File: src/rtl/uart_rx_pkg.sv
// Shared constants and types for the UART receive path: CSR addresses,
// default baud divider and the receiver FSM state encoding.
package uart_rx_pkg;

   typedef logic [11:0] CsrAddrT;

   localparam CsrAddrT UartRxDataAddr   = 12'h002;
   localparam CsrAddrT UartRxStatusAddr = 12'h003;

   // 12 MHz system clock at 115200 baud
   localparam int UartCyclesPerBit = 104;

   typedef enum logic [1:0] {Idle, Start, Data, Stop} UartRxStateT;

   // Layout of the status word as read through the CSR wrapper
   function automatic logic [2:0] uart_rx_status(input logic overrun,
                                                 input logic frame_err,
                                                 input logic valid);
      return {overrun, frame_err, valid};
   endfunction

endpackage

File: src/rtl/uart_rx_sync_ff.sv
// N-stage synchronizer for asynchronous GPIO inputs with a configurable
// reset value so idle-high lines do not glitch low out of reset.
module sync_ff #(
   parameter int   Stages   = 2,
   parameter logic ResetVal = 1'b0
) (
   input  logic clk,
   input  logic reset_n,
   input  logic d,
   output logic q
);

   logic [Stages-1:0] chain;

   always_ff @(posedge clk or negedge reset_n) begin
      if (!reset_n) begin
         chain <= {Stages{ResetVal}};
      end else begin
         chain <= {chain[Stages-2:0], d};
      end
   end

   assign q = chain[Stages-1];

endmodule

File: src/rtl/uart_rx.sv
// 8N1 UART receiver with a one-entry byte buffer, sticky framing/overrun
// flags and a one-cycle interrupt pulse per received byte.
module uart_rx
   import uart_rx_pkg::*;
#(
   parameter int CyclesPerBit = UartCyclesPerBit,
   parameter int SyncStages   = 2
) (
   input  logic       clk,
   input  logic       reset_n,
   input  logic       rx,
   input  logic       rd_strobe,
   output logic [7:0] data,
   output logic       valid,
   output logic       frame_err,
   output logic       overrun,
   output logic       irq
);

   localparam int              CntW     = $clog2(CyclesPerBit);
   localparam logic [CntW-1:0] HalfLoad = CntW'(CyclesPerBit / 2 - 1);
   localparam logic [CntW-1:0] FullLoad = CntW'(CyclesPerBit - 1);
   localparam logic [CntW-1:0] CntOne   = CntW'(1);

   logic            rxs;
   logic            rx_prev;
   UartRxStateT     state;
   UartRxStateT     state_next;
   logic [CntW-1:0] bit_cnt;
   logic [CntW-1:0] bit_cnt_next;
   logic [2:0]      idx;
   logic [2:0]      idx_next;
   logic [7:0]      shreg;
   logic [7:0]      shreg_next;
   logic            store;
   logic            stop_bad;
   logic            cnt_zero;

   sync_ff #(
      .Stages   (SyncStages),
      .ResetVal (1'b1)
   ) u_rx_sync (
      .clk     (clk),
      .reset_n (reset_n),
      .d       (rx),
      .q       (rxs)
   );

   assign cnt_zero = (bit_cnt == '0);

   always_ff @(posedge clk or negedge reset_n) begin
      if (!reset_n) begin
         state   <= Idle;
         bit_cnt <= '0;
         idx     <= '0;
         shreg   <= '0;
         rx_prev <= 1'b1;
      end else begin
         state   <= state_next;
         bit_cnt <= bit_cnt_next;
         idx     <= idx_next;
         shreg   <= shreg_next;
         rx_prev <= rxs;
      end
   end

   always_comb begin
      state_next   = state;
      bit_cnt_next = bit_cnt;
      idx_next     = idx;
      shreg_next   = shreg;
      store        = 1'b0;
      stop_bad     = 1'b0;
      case (state)
         Idle: begin
            // Only a genuine 1->0 edge starts a frame, so a held-low break
            // cannot retrigger until the line returns high.
            if (rx_prev && !rxs) begin
               bit_cnt_next = HalfLoad;
               state_next   = Start;
            end
         end
         Start: begin
            if (cnt_zero) begin
               if (!rxs) begin
                  bit_cnt_next = FullLoad;
                  idx_next     = 3'd0;
                  state_next   = Data;
               end else begin
                  state_next = Idle;
               end
            end else begin
               bit_cnt_next = bit_cnt - CntOne;
            end
         end
         Data: begin
            if (cnt_zero) begin
               shreg_next   = {rxs, shreg[7:1]};
               bit_cnt_next = FullLoad;
               idx_next     = idx + 3'd1;
               if (idx == 3'd7) begin
                  state_next = Stop;
               end
            end else begin
               bit_cnt_next = bit_cnt - CntOne;
            end
         end
         Stop: begin
            if (cnt_zero) begin
               store      = 1'b1;
               stop_bad   = !rxs;
               state_next = Idle;
            end else begin
               bit_cnt_next = bit_cnt - CntOne;
            end
         end
         default: state_next = Idle;
      endcase
   end

   // A store in the same cycle as a read wins: the read only suppresses
   // the old flags, the new frame decides the fresh ones.
   always_ff @(posedge clk or negedge reset_n) begin
      if (!reset_n) begin
         data      <= 8'h00;
         valid     <= 1'b0;
         frame_err <= 1'b0;
         overrun   <= 1'b0;
         irq       <= 1'b0;
      end else if (store) begin
         data      <= shreg;
         valid     <= 1'b1;
         irq       <= 1'b1;
         frame_err <= stop_bad | (frame_err & !rd_strobe);
         overrun   <= !rd_strobe & (overrun | valid);
      end else begin
         irq <= 1'b0;
         if (rd_strobe) begin
            valid     <= 1'b0;
            frame_err <= 1'b0;
            overrun   <= 1'b0;
         end
      end
   end

endmodule

File: config.mk
export PLATFORM = sky130hd
export DESIGN_NAME = uart_rx
export DESIGN_NICKNAME = d
export VERILOG_FILES = /design/src/rtl/uart_rx_pkg.sv /design/src/rtl/uart_rx_sync_ff.sv /design/src/rtl/uart_rx.sv
export SDC_FILE = /design/constraint.sdc
export NUM_CORES = 1
export LEC_CHECK = 0
export ABC_AREA = 1
export CORE_MARGIN = 2
export CORE_UTILIZATION = 56
export DETAILED_ROUTE_END_ITERATION = 16
export PLACE_DENSITY_LB_ADDON = 0.15
export SYNTH_ARGS = -nofsm -noshare
export SYNTH_HDL_FRONTEND = slang
export SYNTH_SLANG_ARGS = --single-unit
File: constraint.sdc
create_clock -name clk -period 1.85 [get_ports clk]
set_input_delay 0.37 -clock clk [delete_from_list [all_inputs] [get_ports clk]]
set_output_delay 0.37 -clock clk [all_outputs]
set_load 0.02 [all_outputs]
==> run_results.csv <==
group,metric,value,unit
synthesis,synth_compound_area_share,12.9,%
placement,port-buffer-count,15,
detailed_routing,wirelength,3090,µm
floorplan,core,3030,µm²
clock_tree,clockBufferDepth,2,
timing,grt_setup_unrepaired,"no",
detailed_routing,drt_first_pass_iters,4,
critical_path,cp_max_fo,2,
detailed_routing,post_drt_via_cell_ratio,5.00,
layout,final_nets,227,
clock_tree,clk_pin_slew,0.11,ns
layout,final_area,2010,µm²
floorplan,die_y,60.2,µm
placement,postPlaceCellArea,1960,µm²
timing,max_clock_freq,592,MHz
layout,final_common_cell,"nand2_1",
critical_path,crit_path_end_kind,"output pin",
power,power,2.33,mW
timing,timing.slew.headroom,71.6,%
timing,period_minus_slack,1.69,ns
floorplan,die_area,3620,µm²
status,outcome,"finished, final reports clean",
synthesis,synth_top_family_by_area,"simple AND/OR/NAND/NOR gates",
synthesis,synth_fa_ha_area_share,6.36,%
timing,whs,0.357,ns
placement,dp_hpwl,2310,µm
critical_path,critical_path_class,"reg -> out",
layout,final_cell_mix,"nand2_1 (51), dfrtp_1 (32), inv_1 (28)",
critical_path,cpPeakStageDelay,0.61,ns
synthesis,yosys_warnings,0,
global_route,grt-ovfl-total,0,
timing,slew_violations,0,
clock_tree,clockRootBuffer,"clkbuf_4",
layout,area_growth,13.8,%
layout,final_util,66.5,%
hold_path,hp-class,"reg -> reg",
global_route,grt_max_degree,36,
detailed_routing,ant_nets,0,
clock_tree,cts_buffers,5,
critical_path,critPathSlowestCell,"clkdlybuf4s50_1",
synthesis,synthCells,193,
power,p_leak,1.02,nW
synthesis,yosys-mux-area-fraction,0,%
timing,fin_crit_sh,91.4,%
layout,drive_gt1_share,16.7,%
power,peakVddDrop,645,µV
synthesis,synth-simple-area-share,22.5,%
clock_tree,clock_sinks,35,
critical_path,crit_chain,"clkdlybuf4s50_1",
layout,diodes,0,
clock_tree,htree_levels,2,
clock_tree,clk_latency,0.33,ns
clock_tree,cts_tree,"built",
timing,fin_tns_setup,0,ns
floorplan,start_util,58.4,%
synthesis,synth_area_per_cell,9.17,µm²
detailed_routing,route.detailed.drc,0,
job,drv_cap,0,
global_route,grt_pass1_wl,5290,µm
detailed_routing,initialDrtViolationCount,53,
clock_tree,cts-hold-fix-buffers,0,
floorplan,io_pins,16,
placement,place_congestion,0.889,
global_route,grt_pass1_vias,1243,
floorplan,rows,20,
synthesis,synth-xor-area-share,0.990,%
detailed_routing,wl_per_cell,11.9,µm
synthesis,ys_seq_area_share,49.7,%
floorplan,die_w,60.2,µm
critical_path,arrival,1.32,ns
global_route,track_usage,20.0,%
synthesis,syn_area,1770,µm²
timing,setup_viol,0,
global_route,antenna_found_initial,0,
timing,finalHoldViolCount,0,
critical_path,path_buf_inv,1,
timing,worst_slew_pin_slew,0.426,ns
detailed_routing,via_count,1296,
power,power_density,1160,nW/µm²
critical_path,critPathLaunchType,"flop",
timing,skew,0.00974,ns
synthesis,syn_nets,206,
critical_path,cp.required,1.48,ns
synthesis,synth-seq-cells,35,
synthesis,yosysUniqueCellTypes,23,
critical_path,crit_family,"buffers and inverters",
## routing by layer
metal  wire length (µm)  vias up  global-route usage, %
met5                  0        -                      0
met3                112        8                   7.14
met4                 55        0                   6.98
met2               1500       23                   31.8
li1                   -      658                      -
met1               1420      607                   24.9
## registers in the layout, summed over array words and instances, names as in the netlist, named ones only
| name | cells |
|---|---|
| irq | 1 |
| u_rx_sync.chain | 2 |
| data | 8 |
| overrun | 1 |
| frame_err | 1 |
| bit_cnt | 7 |
| rx_prev | 1 |
| idx | 3 |
| state | 1 |
| shreg | 8 |
| valid | 1 |
## stage by stage
step                std cells  worst slack, ns
floorplan                 193            0.402
global placement          251            0.332
detailed placement        251            0.185
CTS                       259            0.135
global route              259           0.0480
finish                    259            0.160
## synth_stat cells
cell | count | share of area [%]
ha_1 | 9 | 6.4
o21ai_0 | 7 | 2.0
nand2_4 | 2 | 1.3
nor2_4 | 3 | 1.9
nand4_1 | 6 | 2.1
xnor2_1 | 1 | 0.50
inv_4 | 1 | 0.35
nand3b_1 | 1 | 0.42
o21ai_1 | 4 | 1.1
dfrtp_1 | 32 | 45
a21oi_1 | 2 | 0.57
o211ai_1 | 2 | 0.85
nand3_4 | 1 | 0.99
nand2_1 | 51 | 11
nand2_2 | 2 | 0.71
buf_6 | 2 | 1.3
dfstp_2 | 3 | 4.5
o31ai_1 | 1 | 0.42
nor2_1 | 12 | 2.5
inv_1 | 28 | 5.9
xor2_1 | 1 | 0.50
o21ai_2 | 16 | 7.9
nand3_1 | 6 | 1.7
## where the power goes
part	internal [mW]	leakage [nW]	switching, mW
sequential	0.867	0.464	0.107
clock	0.147	0.0282	0.249
combinational	0.330	0.532	0.628
total	1.34	1.02	0.984
## logic make-up after synthesis
kind of cell               count (synthesis)
DFF                                       35
adders and majority gates                  9
xor gates and xnor gates                   2
buffers and inverters                     31
and+or+nand+nor                           84
AOI/OAI and AO/OA                         32
## worst paths after layout
path / endpoint / slack, ns / cells after the start / startpoint
min in group asynchronous: bit_cnt[6] / 0.43 / 2 / reset_n
worst min register to register: u_rx_sync.chain[1] / 0.36 / 0 / u_rx_sync.chain[0]
max in group asynchronous: u_rx_sync.chain[0] / 1.08 / 2 / reset_n
worst max register to register: bit_cnt[3] / 0.24 / 9 / state[0]
worst min-delay path: u_rx_sync.chain[1] / 0.36 / 0 / u_rx_sync.chain[0]
worst max-delay path: overrun / 0.16 / 1 / overrun
## layout make-up
class / count / area (µm²)
Sequential cell: 35 / 880
Clock buffer: 6 / 41.3
Timing Repair Buffer: 16 / 158
Tap cell: 44 / 55.1
Multi-Input combinational cell: 127 / 756
Clock inverter: 2 / 12.5
Fill cell: 245 / 1010
Inverter: 29 / 111
## what timing repair did
item	CTS	global route
gates resized for setup	0	1
setup buffers	0	0
endpoints found under the setup margin	0	1
Power figures use the tool's default switching activity.
